===== src/rtl/neuron_mac.sv =====
// Sequential fixed-point MAC neuron: act = bias + sum(x[k]*w[k]) in Q24.16,
// saturated to Q16.16 and presented with its neuron index over valid/ready.
module neuron_mac #(
    parameter int DATA_W = 16,
    parameter int ACC_W  = 40,
    parameter int OUT_W  = 32,
    parameter int N_MAX  = 64,
    parameter int CNT_W  = 7
) (
    input  logic              clk,
    input  logic              rst,
    input  logic              start,
    input  logic [CNT_W-1:0]  n_in,
    input  logic [DATA_W-1:0] bias,
    input  logic [CNT_W-1:0]  idx_in,
    input  logic              in_valid,
    output logic              in_ready,
    input  logic [DATA_W-1:0] x_in,
    input  logic [DATA_W-1:0] w_in,
    output logic              out_valid,
    input  logic              out_ready,
    output logic [OUT_W-1:0]  act_out,
    output logic [CNT_W-1:0]  idx_out,
    output logic              busy
);

    typedef enum logic [1:0] {IDLE, ACCUM, DONE} state_t;

    localparam logic [CNT_W-1:0] N_MAX_C = CNT_W'(N_MAX);

    state_t                    state_q, state_d;
    logic signed [ACC_W-1:0]   acc_q, acc_d;
    logic [CNT_W-1:0]          cnt_q, cnt_d;
    logic [CNT_W-1:0]          n_eff_q, n_eff_d;
    logic [CNT_W-1:0]          idx_q, idx_d;
    logic [OUT_W-1:0]          act_q, act_d;
    logic                      in_ready_q, in_ready_d;
    logic                      out_valid_q, out_valid_d;
    logic                      busy_q, busy_d;

    logic signed [2*DATA_W-1:0] prod;
    logic signed [ACC_W-1:0]    acc_sum;
    logic signed [ACC_W-1:0]    bias_ext;

    // Bits above the Q16.16 sign bit must all match it, otherwise clamp.
    function automatic logic [OUT_W-1:0] saturate(input logic signed [ACC_W-1:0] a);
        logic [ACC_W-OUT_W:0] top;
        top = a[ACC_W-1:OUT_W-1];
        if (!a[ACC_W-1] && (|top))
            return {1'b0, {(OUT_W-1){1'b1}}};
        else if (a[ACC_W-1] && !(&top))
            return {1'b1, {(OUT_W-1){1'b0}}};
        else
            return a[OUT_W-1:0];
    endfunction

    assign prod     = $signed(x_in) * $signed(w_in);
    assign acc_sum  = acc_q + {{(ACC_W-2*DATA_W){prod[2*DATA_W-1]}}, prod};
    assign bias_ext = {{(ACC_W-DATA_W-8){bias[DATA_W-1]}}, bias, 8'b0};

    always_comb begin
        state_d     = state_q;
        acc_d       = acc_q;
        cnt_d       = cnt_q;
        n_eff_d     = n_eff_q;
        idx_d       = idx_q;
        act_d       = act_q;
        in_ready_d  = in_ready_q;
        out_valid_d = out_valid_q;
        busy_d      = busy_q;
        case (state_q)
            IDLE: begin
                if (start) begin
                    n_eff_d = (n_in > N_MAX_C) ? N_MAX_C : n_in;
                    idx_d   = idx_in;
                    acc_d   = bias_ext;
                    cnt_d   = '0;
                    busy_d  = 1'b1;
                    if (n_eff_d == '0) begin
                        state_d     = DONE;
                        out_valid_d = 1'b1;
                        act_d       = saturate(bias_ext);
                    end else begin
                        state_d    = ACCUM;
                        in_ready_d = 1'b1;
                    end
                end
            end
            ACCUM: begin
                if (in_valid && in_ready_q) begin
                    acc_d = acc_sum;
                    cnt_d = cnt_q + 1'b1;
                    if (cnt_d == n_eff_q) begin
                        state_d     = DONE;
                        in_ready_d  = 1'b0;
                        out_valid_d = 1'b1;
                        act_d       = saturate(acc_sum);
                    end
                end
            end
            DONE: begin
                if (out_ready && out_valid_q) begin
                    state_d     = IDLE;
                    out_valid_d = 1'b0;
                    busy_d      = 1'b0;
                end
            end
            default: state_d = IDLE;
        endcase
    end

    always_ff @(posedge clk) begin
        if (rst) begin
            state_q     <= IDLE;
            acc_q       <= '0;
            cnt_q       <= '0;
            n_eff_q     <= '0;
            idx_q       <= '0;
            act_q       <= '0;
            in_ready_q  <= 1'b0;
            out_valid_q <= 1'b0;
            busy_q      <= 1'b0;
        end else begin
            state_q     <= state_d;
            acc_q       <= acc_d;
            cnt_q       <= cnt_d;
            n_eff_q     <= n_eff_d;
            idx_q       <= idx_d;
            act_q       <= act_d;
            in_ready_q  <= in_ready_d;
            out_valid_q <= out_valid_d;
            busy_q      <= busy_d;
        end
    end

    assign in_ready  = in_ready_q;
    assign out_valid = out_valid_q;
    assign act_out   = act_q;
    assign idx_out   = idx_q;
    assign busy      = busy_q;

endmodule


===== config.mk =====
export PLATFORM = sky130hd
export DESIGN_NAME = neuron_mac
export DESIGN_NICKNAME = d
export VERILOG_FILES = /design/src/rtl/neuron_mac.sv
export SDC_FILE = /design/constraint.sdc
export NUM_CORES = 1
export LEC_CHECK = 0
export CORE_MARGIN = 5
export CORE_UTILIZATION = 62
export DETAILED_ROUTE_END_ITERATION = 10
export PLACE_DENSITY = 0.93
export RECOVER_POWER = 50
export REMOVE_ABC_BUFFERS = 1
export SYNTH_ARGS = -nofsm -noshare
export SYNTH_HDL_FRONTEND = slang
export SYNTH_SLANG_ARGS = --single-unit

===== constraint.sdc =====
create_clock -name clk -period 12.5 [get_ports clk]
set_clock_uncertainty 0.15 [all_clocks]
set_input_delay 1.875 -clock clk [delete_from_list [all_inputs] [get_ports clk]]
set_output_delay 1.875 -clock clk [all_outputs]
set_load 0.05 [all_outputs]

==> results by group, run 1 <==
Die
  • Initial Utilization: 63.1%
  • Row count: 59
  • Die width: 173 um
  • Die ar.: 30100 sq um
  • IO Count: 109
  • Core area: 26200 sq um
  • Die height: 173 um

STA
  • Unrepaired setup endpoints after global routing: no
  • Max-slew headroom: -54.8%
  • Final number of setup-violating endpoints: 0
  • Max Freq: 82.2 MHz
  • Worst hold slack: 0.301 ns
  • Final Max Tran Viols: 78
  • Min setup slack post-route: 0.341 ns
  • Period utilization: 97.3%
  • Post-layout minimum cycle time: 12.16 ns
  • Fin. Hold Viols: 0
  • Measured slew at the worst slew-check pin: 2.32 ns

Worst setup path
  • Worst EP required: 12.64 ns
  • Startpoint Class: primary input
  • CP endpoint kind: flip-flop
  • Reg2Reg Launch Point: state_q[0]
  • R2r setup slk: 7.84 ns
  • Reg2reg path depth: 7
  • R2r endpoint: acc_q[25]
  • WP data arrival: 12.30 ns
  • Worst setup path endpoint: act_out[15]
  • Crit Path Class: in -> reg
  • CP startpoint: w_in[2]
  • Worst-path fanout max: 24

Drt
  • DRC: 0
  • Drt first pass iters: 6
  • Drt initial violations: 1618
  • Routed wire length: 46300 um
  • Routed vias/inst: 6.26
  • Routed Antenna Nets: 0
  • Wire per inst: 19.7 um
  • DR vias: 14682

Yosys
  • Mapped Cells: 1961
  • Mean Syn Cell Area: 8.44 sq um
  • Async S/R FF share, synth: 0%
  • EDFF count, synth: 0
  • Post-synth cell types: 70
  • Mapped Area: 16500 sq um
  • Flop and latch count out of synthesis: 98
  • Sequential-to-total area share from yosys stat: 11.9%
  • Synth warn: 0
  • Synth Flop Type: dfxtp_1

Min path
  • Hold_sp: idx_out[5]
  • HP Class: reg -> reg

Status
  • Violated checks: capacitance limit, slew limit
  • Status: complete, but fails checks

Run
  • Max Cap Violations: 2

Final layout
  • Final Non-Filler Cells: 2344
  • Area Overhead vs Synth: 9.32%
  • Share of cells above drive strength 1: 2.24%
  • Filler instances: 1850
  • NumNets Final: 2459
  • Area of the multi-input gates: 13100 sq um
  • Register area: 1960 sq um
  • ANT cells: 0

Clocking
  • CTS tree: built
  • Root buffer cell: clkbuf_16
  • Clock Path Buffers: 2
  • Worst-Skew Late Latency: 0.36 ns
  • TritonCTS buffer count: 9
  • Clock transition at path regs: 0.07 ns
  • CTS H-Tree Depth: 3
  • Clk sinks: 98

GRT
  • Vias in the first global route: 15248
  • Total track usage: 30.7%
  • Largest net degree at the start of global routing: 94
  • Initial antenna violation count: 0
  • First-pass GRT wire length: 76700 um
  • Remaining global-route overflow: 0

Place
  • Placer Congestion: 0.944
  • Post-Place Worst Slack: -0.327 ns
  • DP Wirelength: 36700 um
  • Inst Count DP: 2326
  • PortBufs: 108
[how the worst min path moves through the flow]
stage / end / slack [ns] / depth (start not counted)
after floorplan: n_eff_q[0] / 0.29 / 2
after global placement: idx_out[5] / 0.29 / 2
after detailed placement: idx_out[5] / 0.30 / 2
after CTS: idx_out[5] / 0.31 / 2
after global routing: idx_out[2] / 0.32 / 2
final: idx_out[5] / 0.30 / 2
[cell type report]
type	count	area share (%)
clock buffers	12	1.36
clock inverters	4	0.194
inverters	306	6.35
multi-input cells	1468	72.4
flip-flops and latches	98	10.8
well taps	335	2.32
repair buffers	121	6.53
[cells in the mapped netlist (all sizes together) (4+ instances only)]
master | number | share of area [%]
inv | 306 | 6.9
fa | 263 | 32
nand2 | 244 | 5.5
and2 | 134 | 5.1
ha | 125 | 9.5
a21oi | 112 | 3.4
nor2 | 102 | 2.3
dfxtp | 98 | 12
clkbuf | 76 | 1.7
o21ai | 62 | 1.9
xnor2 | 60 | 3.2
a31oi | 40 | 1.6
nand3 | 24 | 0.73
a21o | 23 | 1.0
nor3 | 22 | 0.70
nand2b | 21 | 0.79
o2111ai | 21 | 1.1
xor2 | 21 | 1.2
a211oi | 19 | 0.92
a311oi | 17 | 0.90
nor2b | 15 | 0.57
o211ai | 15 | 0.68
buf | 13 | 0.51
nand4 | 12 | 0.49
o21a | 12 | 0.54
and3 | 11 | 0.42
a22oi | 9 | 0.41
nand3b | 8 | 0.36
o21bai | 8 | 0.36
o31ai | 6 | 0.27
nor4 | 5 | 0.32
a21boi | 4 | 0.18
and4 | 4 | 0.21
mux2i | 4 | 0.24
o22ai | 4 | 0.15
or2 | 4 | 0.15
or3 | 4 | 0.15
[layer usage]
layer  global-route usage, %  share of wire [%]  vias to the layer above
met2                    52.6                 49                      869
met3                    6.96                9.6                      192
li1                        -                  -                     6464
met4                    11.7                4.5                        0
met5                       0                  0                        -
met1                    37.9                 36                     7157
[critical path, cell delays in order]
cell,delay (ns)
clkdlybuf4s50_1,0.96
nand2_1,0.22
inv_1,0.13
fa_1,0.60
fa_2,0.85
fa_1,0.53
fa_1,0.60
fa_1,0.45
fa_1,0.45
ha_1,0.37
a21o_1,0.21
a21o_1,0.20
a2111oi_1,0.57
o221ai_1,0.28
o21ai_2,0.26
mux2i_1,0.25
a211oi_2,0.06
buf_4,0.20
ha_1,0.42
a21o_1,0.29
a21o_1,0.20
a21oi_1,0.40
a31oi_4,0.15
xor2_2,0.18
xnor2_2,0.65
buf_4,0.42
o2111ai_1,0.21
a31oi_1,0.26
[flip-flops by register name (all words and copies together) (netlist names)]
name       flops
n_eff_q        7
idx_out        7
in_ready       1
cnt_q          7
busy           1
state_q        2
out_valid      1
acc_q         40
act_out       32
[per-stage QoR]
stage                     cell area (sq um)  TNS (ns)  utilization, %
after floorplan                       16200         0               -
after global placement                17800         0            67.9
after detailed placement              17800     -6.18            67.9
after CTS                             18100         0            68.9
after global routing                  18100         0            69.0
final                                 18100         0            69.0
[logic make-up (layout without fill, tap and decap cells)]
family,after synthesis,after routing,share of synthesized area (%)
compound gates,376,376,14.8
xor+xnor,81,81,4.38
fa+ha+maj,388,388,41.3
buf+inv,395,443,9.17
flops,98,98,11.9
mux,4,4,0.242
simple gates,619,619,18.2
[repair_timing]
item	in CTS	in global routing
gates resized for setup	0	6
endpoints found under the setup margin	0	33
hold buffers	0	0
buffers inserted	0	2
hold endpoints to repair	0	0
[layout by cell type (no fill, tap or decap), drive strengths merged, types with 4 or more instances in the layout]
cell type / count
inv: 307
fa: 263
nand2: 244
and2: 134
ha: 125
a21oi: 112
nor2: 102
dfxtp: 98
o21ai: 62
clkdlybuf4s50: 61
xnor2: 60
dlygate4sd3: 45
a31oi: 40
nand3: 24
a21o: 23
nor3: 22
nand2b: 21
o2111ai: 21
xor2: 21
a211oi: 19
a311oi: 17
o211ai: 15
nor2b: 15
clkbuf: 14
o21a: 12
nand4: 12
buf: 12
and3: 11
a22oi: 9
o21bai: 8
nand3b: 8
o31ai: 6
nor4: 5
o22ai: 4
or3: 4
mux2i: 4
and4: 4
or2: 4
a21boi: 4
Power of run 1 is left out: the tool's default activity adds up to more than one toggle a clock period on the data nets, which glitch-free logic cannot reach.
==> inputs of run 2 (changes only) <==
ABC_AREA = 1   (was default)
CORE_UTILIZATION = 63   (was 62)
PLACE_DENSITY = 0.94   (was 0.93)
TNS_END_PERCENT = 5   (was default)
==> run 2 against run 1 <==
Sequential share of layout area is 0.67 points lower. Highest routed layer unchanged. Final cell count is 29% higher. The flow still finishes with violations (capacitance limit, slew limit). Cell area is 6.6% higher. Fmax is 8.9% higher.
==> results by group, run 2 <==
Drt
  • DRC: 0 (unchanged)
  • Routed wire length: 48800 um (+5.5%)
  • Drt initial violations: 1354 (-16%)
  • Drt first pass iters: 6 (unchanged)
  • Wire per inst: 16.2 um (-18%)
  • Routed Antenna Nets: 0 (unchanged)
  • Routed vias/inst: 5.42 (-13%)
  • DR vias: 16371 (+12%)

GRT
  • Total track usage: 31.7% (+1.0 points)
  • Initial antenna violation count: 0 (unchanged)
  • First-pass GRT wire length: 81200 um (+6.0%)
  • Vias in the first global route: 17067 (+12%)
  • Largest net degree at the start of global routing: 57 (-39%)
  • Remaining global-route overflow: 0 (unchanged)

Place
  • PortBufs: 108 (unchanged)
  • Placer Congestion: 1.05 (+11%)
  • Inst Count DP: 3004 (+29%)
  • DP Wirelength: 40800 um (+11%)

Yosys
  • Async S/R FF share, synth: 0% (unchanged)
  • Synth area leaders: fa_1 (30%), nand2_1 (17%), inv_1 (13%), dfxtp_1 (11%), ha_1 (8.8%)
  • Sequential-to-total area share from yosys stat: 11.0% (-0.81 points)
  • Synth area leader: fa_1
  • Post-synth cell types: 41 (-41%)
  • Mapped Cells: 2603 (+33%)
  • Most frequent cell after synthesis: nand2_1
  • Mapped Area: 17800 sq um (+7.4%)
  • EDFF count, synth: 0 (unchanged)
  • Flop and latch count out of synthesis: 98 (unchanged)
  • Mean Syn Cell Area: 6.83 sq um (-19%)
  • Post-synth top cells: nand2_1 (802), inv_1 (631), fa_1 (263)
  • Share of the synthesized area in the top cell type: 29.6% (-2.2 points)
  • Synth warn: 0 (unchanged)
  • Synth Flop Type: dfxtp_1

Clocking
  • Hold buffers post-CTS: 0 (unchanged)
  • Clk sinks: 98 (unchanged)
  • CTS H-Tree Depth: 3 (unchanged)
  • Clock Path Buffers: 2 (unchanged)
  • Worst-Skew Late Latency: 0.36 ns (about the same)
  • Root buffer cell: clkbuf_16
  • CTS tree: built
  • Clock transition at path regs: 0.08 ns (about the same)
  • Post_cts resized: 0 (unchanged)
  • TritonCTS buffer count: 9 (unchanged)
  • Post-CTS setup buffer count: 0 (unchanged)

Die
  • IO Count: 109 (unchanged)
  • Die ar.: 31700 sq um (+5.3%)
  • Initial Utilization: 64.0% (+0.82 points)
  • Die width: 178 um (+2.6%)
  • Die height: 178 um (+2.6%)
  • Core area: 27800 sq um (+6.0%)
  • Row count: 61 (+3.4%)

STA
  • Total negative slack: 0 ns (unchanged)
  • Post-layout minimum cycle time: 11.17 ns (-0.989 ns)
  • Fin. Hold Viols: 0 (unchanged)
  • Max-slew headroom: -72.0% (-17 points)
  • Measured slew at the worst slew-check pin: 2.58 ns (+0.257 ns)
  • Final Max Tran Viols: 57 (-27%)
  • Max Freq: 89.5 MHz (+8.9%)
  • Period utilization: 89.4% (-7.9 points)
  • Unrepaired setup endpoints after global routing: no
  • Final number of setup-violating endpoints: 0 (unchanged)

Final layout
  • Commonest non-fill, non-tap cell in the layout: nand2_1
  • Largest reg by FF count: acc_q
  • ANT cells: 0 (unchanged)
  • Number of flip-flops under the largest register name: 40 (unchanged)
  • Share of cells above drive strength 1: 2.65% (+0.41 points)
  • Most frequent cells in the layout: nand2_1 (803), inv_1 (631), fa_1 (263)
  • Register area: 1960 sq um (unchanged)
  • Final Non-Filler Cells: 3020 (+29%)
  • Area of the multi-input gates: 13000 sq um (-0.54%)
  • Filler instances: 2214 (+20%)
  • Area Overhead vs Synth: 8.56%
  • NumNets Final: 3092 (+26%)

Worst setup path
  • Reg2reg path depth: 21 (+14)
  • Worst EP required: 12.60 ns (-0.04 ns)
  • WP data arrival: 11.27 ns (-1.03 ns)
  • Startpoint Class: primary input
  • Crit Path Class: in -> reg
  • R2r setup slk: 8.31 ns (+0.47 ns)
  • R2r endpoint: act_out[7]
  • CP max stage cell: clkdlybuf4s50_1
  • Reg2Reg Launch Point: acc_q[0]
  • CP startpoint: x_in[15]
  • CP endpoint kind: flip-flop
  • Worst-path fanout max: 29 (+21%)
  • CP max stage delay: 0.90 ns (-0.06 ns)

Min path
  • Cells on Worst Hold Path: 2 (unchanged)
  • Hold_sp: cnt_q[6]
  • Hold path endpoint: cnt_q[6]
  • HP Class: reg -> reg

Status
  • Violated checks: capacitance limit, slew limit
  • Status: complete, but fails checks

Run
  • Max Cap Violations: 1 (-1)
run 2: changes by cell type in the layout (fill, tap and decap cells not counted), moves of 22 or more:
cell / previous run / this run
a31oi_1: 38 / 16
inv_1: 306 / 631
nand2_1: 244 / 803
xnor2_1: 59 / 24
nand3_1: 23 / 56
and2_1: 132 / 0
nor2_1: 101 / 151
run 2: routing by layer:
layer  track usage, %  vias to the layer above  wire, um
li1                 -                     7723         -
met1             38.9                     7715     19200
met2             56.0                      766     24000
met3             4.81                      167      3680
met4             12.7                        0      2010
met5                0                        -         0
run 2: final cells by class:
cell class,count,share of cell area (%)
Clock buffer,9,1.17
Inverter,637,12.4
Tap cell,378,2.45
Timing Repair Buffer,116,5.87
Sequential cell,98,10.2
Clock inverter,7,0.409
Multi-Input combinational cell,1775,67.5
run 2: worst max-delay path by stage:
stage                             end  slack (ns)  depth (start not counted)
after floorplan            act_out[0]        3.51                         36
after global placement    act_out[15]        1.27                         35
after detailed placement  act_out[21]        1.11                         35
after CTS                 act_out[21]        1.45                         35
after global routing      act_out[11]        0.84                         36
final                     act_out[11]        1.33                         34
run 2: cells by family after synthesis:
group	count (synthesis)	synth area share, %
flip-flops	98	11.0
AO/OA/AOI/OAI	249	7.65
adder cells (fa/ha/maj)	388	38.4
AND/OR/NAND/NOR	1086	24.7
XOR/XNOR	52	2.56
buffers and inverters	730	15.6
run 2: worst max-delay path, delay by kind of cell:
family	cells	cell delay, ns
xor gates and xnor gates	1	0.15
adders and majority gates	8	4.16
and+or+nand+nor	9	1.79
AOI/OAI and AO/OA	9	1.89
buffers and inverters	7	1.39
run 2: metrics by stage:
step | setup WS, ns | util, % | area [sq um] | hold slack, ns
2_1_floorplan | 3.51 | - | 17400 | 0.289
3_3_place_gp | 1.27 | 68.4 | 19000 | 0.304
3_5_place_dp | 1.11 | 68.4 | 19000 | 0.317
4_1_cts | 1.45 | 69.4 | 19300 | 0.328
5_1_grt | 0.844 | 69.4 | 19300 | 0.355
6_report | 1.33 | 69.4 | 19300 | 0.328
Power of run 2 is left out for the same reason.
==> inputs of run 3 (changes only) <==
CTS_BUF_LIST = sky130_fd_sc_hd__clkbuf_4 sky130_fd_sc_hd__clkbuf_8   (was default)
CTS_CLUSTER_DIAMETER = 80   (was default)
==> run 3 against run 2 <==
The run still ends with capacitance limit, slew limit left. Hold slack better by 0.0060 ns. Via count hardly changed. Global-route usage hardly changed. Setup slack worse by 0.0041 ns. Non-clock buffer count stayed put. Flip-flop and latch count stayed put.
==> results by group, run 3 (synthesis gave the netlist of run 2 again) <==
Status
  • Status: complete, but fails checks
  • Violated checks: capacitance limit, slew limit

Drt
  • Drt first pass iters: 6 (unchanged)
  • Highest metal layer with signal wires: met4
  • Wire per inst: 16.1 um (-0.24%)
  • Drt initial violations: 1261 (-6.9%)
  • Routed vias/inst: 5.42 (about the same)
  • Routed Antenna Nets: 0 (unchanged)
  • DR vias: 16360 (-0.067%)
  • DRC: 0 (unchanged)
  • WL met1: 19100 um (-0.30%)
  • Met2 wire len: 23800 um (-0.73%)
  • Wire length on met3: 3730 um (+1.3%)
  • Routed wire length: 48700 um (-0.24%)

Final layout
  • Share of cells above drive strength 1: 2.65% (unchanged)
  • Filler instances: 2242 (+1.3%)
  • Largest reg by FF count: acc_q
  • Core Util, Final: 69.1% (-0.36 points)
  • Number of flip-flops under the largest register name: 40 (unchanged)
  • Most frequent cells in the layout: nand2_1 (803), inv_1 (631), fa_1 (263)
  • ANT cells: 0 (unchanged)
  • NumNets Final: 3092 (unchanged)
  • Area Overhead vs Synth: 7.99%
  • Commonest non-fill, non-tap cell in the layout: nand2_1

Clocking
  • CTS H-Tree Depth: 3 (unchanged)
  • Hold buffers post-CTS: 0 (unchanged)
  • Clk sinks: 98 (unchanged)
  • Post_cts resized: 0 (unchanged)
  • Post-CTS setup buffer count: 0 (unchanged)
  • Clock transition at path regs: 0.12 ns (+0.04 ns)
  • TritonCTS buffer count: 9 (unchanged)
  • CTS tree: built
  • Worst-Skew Late Latency: 0.40 ns (+0.04 ns)
  • Clock Path Buffers: 2 (unchanged)
  • Root buffer cell: clkbuf_8

Die
  • Core area: 27800 sq um (unchanged)
  • IO Count: 109 (unchanged)
  • Die ar.: 31700 sq um (unchanged)
  • Initial Utilization: 64.0% (unchanged)
  • Die width: 178 um (unchanged)
  • Row count: 61 (unchanged)
  • Die height: 178 um (unchanged)

STA
  • Fin. Hold Viols: 0 (unchanged)
  • Max-slew headroom: -71.0% (+0.99 points)
  • Post-layout minimum cycle time: 11.17 ns (+0.00414 ns)
  • Measured slew at the worst slew-check pin: 2.56 ns (-0.0148 ns)
  • Period utilization: 89.4% (about the same)
  • Max Freq: 89.5 MHz (about the same)
  • Final Max Tran Viols: 57 (unchanged)
  • Total negative slack: 0 ns (unchanged)
  • Final number of setup-violating endpoints: 0 (unchanged)
  • Unrepaired setup endpoints after global routing: no

Place
  • DP Wirelength: 40800 um (unchanged)
  • PortBufs: 108 (unchanged)
  • Placer Congestion: 1.05 (unchanged)

Worst setup path
  • CP bufs+invs: 6 (-1)
  • CP endpoint kind: flip-flop
  • Worst EP required: 12.64 ns (+0.04 ns)
  • CP max stage delay: 0.89 ns (about the same)
  • CP max stage cell: clkdlybuf4s50_1
  • WP data arrival: 11.31 ns (+0.04 ns)
  • Worst-path fanout max: 29 (unchanged)
  • Crit Path Class: in -> reg
  • Startpoint Class: primary input
  • Largest delay share family, worst path: adder cells

GRT
  • Initial antenna violation count: 0 (unchanged)
  • First-pass GRT wire length: 81200 um (about the same)
  • Remaining global-route overflow: 0 (unchanged)
  • Largest net degree at the start of global routing: 57 (unchanged)
  • Total track usage: 31.7% (about the same)
  • Vias in the first global route: 17065 (-0.012%)

Run
  • Max Cap Violations: 1 (unchanged)

Min path
  • HP Class: reg -> reg
-- run 3: changes by cell type in the layout (fill, tap and decap cells not counted) --
cell / previous run / this run
clkbuf_16: 9 / 0
clkbuf_8: 0 / 9
-- run 3: cell type report --
class / count / area, sq um / area share, %
clock inverters: 7 / 78.8 / 0.411
flip-flops and latches: 98 / 1960 / 10.2
clock buffers: 9 / 124 / 0.646
inverters: 637 / 2390 / 12.5
well taps: 378 / 473 / 2.47
repair buffers: 116 / 1130 / 5.90
multi-input cells: 1775 / 13000 / 67.9
-- run 3: final timing paths --
kind | start | slack [ns] | end | cells past startpoint
max | x_in[15] | 1.33 | act_out[21] | 35
min | cnt_q[6] | 0.33 | cnt_q[6] | 2
max reg2reg | acc_q[0] | 8.32 | act_out[7] | 21
min reg2reg | cnt_q[6] | 0.33 | cnt_q[6] | 2
-- run 3: worst reg2reg max path, cell delays in order, from the launching register on --
cell and delay (ns):
dfxtp_1 0.36, ha_1 0.35, inv_1 0.10, fa_1 0.42, inv_1 0.23, nand3_1 0.13, nand3_2 0.19, nand2_1 0.07
nand2_1 0.13, nand3_1 0.10, nand2_1 0.19, nand2_1 0.14, nand2_1 0.11, nand2_1 0.06, nand2_1 0.06, nand2_1 0.06
nor2_1 0.14, nand2_1 0.12, nand3_2 0.47, nand2_1 0.11, a21oi_1 0.16, nor2_1 0.08
-- run 3: through the flow --
| step | area, sq um | hold slack [ns] | worst slack [ns] | instances |
|---|---|---|---|---|
| after floorplan | 17400 | 0.289 | 3.51 | 2510 |
| after CTS | 19200 | 0.334 | 1.49 | 3020 |
| after global routing | 19200 | 0.361 | 0.889 | 3020 |
| after global placement | 19000 | 0.304 | 1.27 | 3004 |
| after detailed placement | 19000 | 0.317 | 1.11 | 3004 |
| final | 19200 | 0.334 | 1.33 | 3020 |
-- run 3: layer usage --
metal	vias to the layer above	GRT usage, %
li1	7719	-
met1	7683	39.1
met2	796	55.8
met3	162	4.79
met4	0	12.8
met5	-	0
Power of run 3 is left out for the same reason.
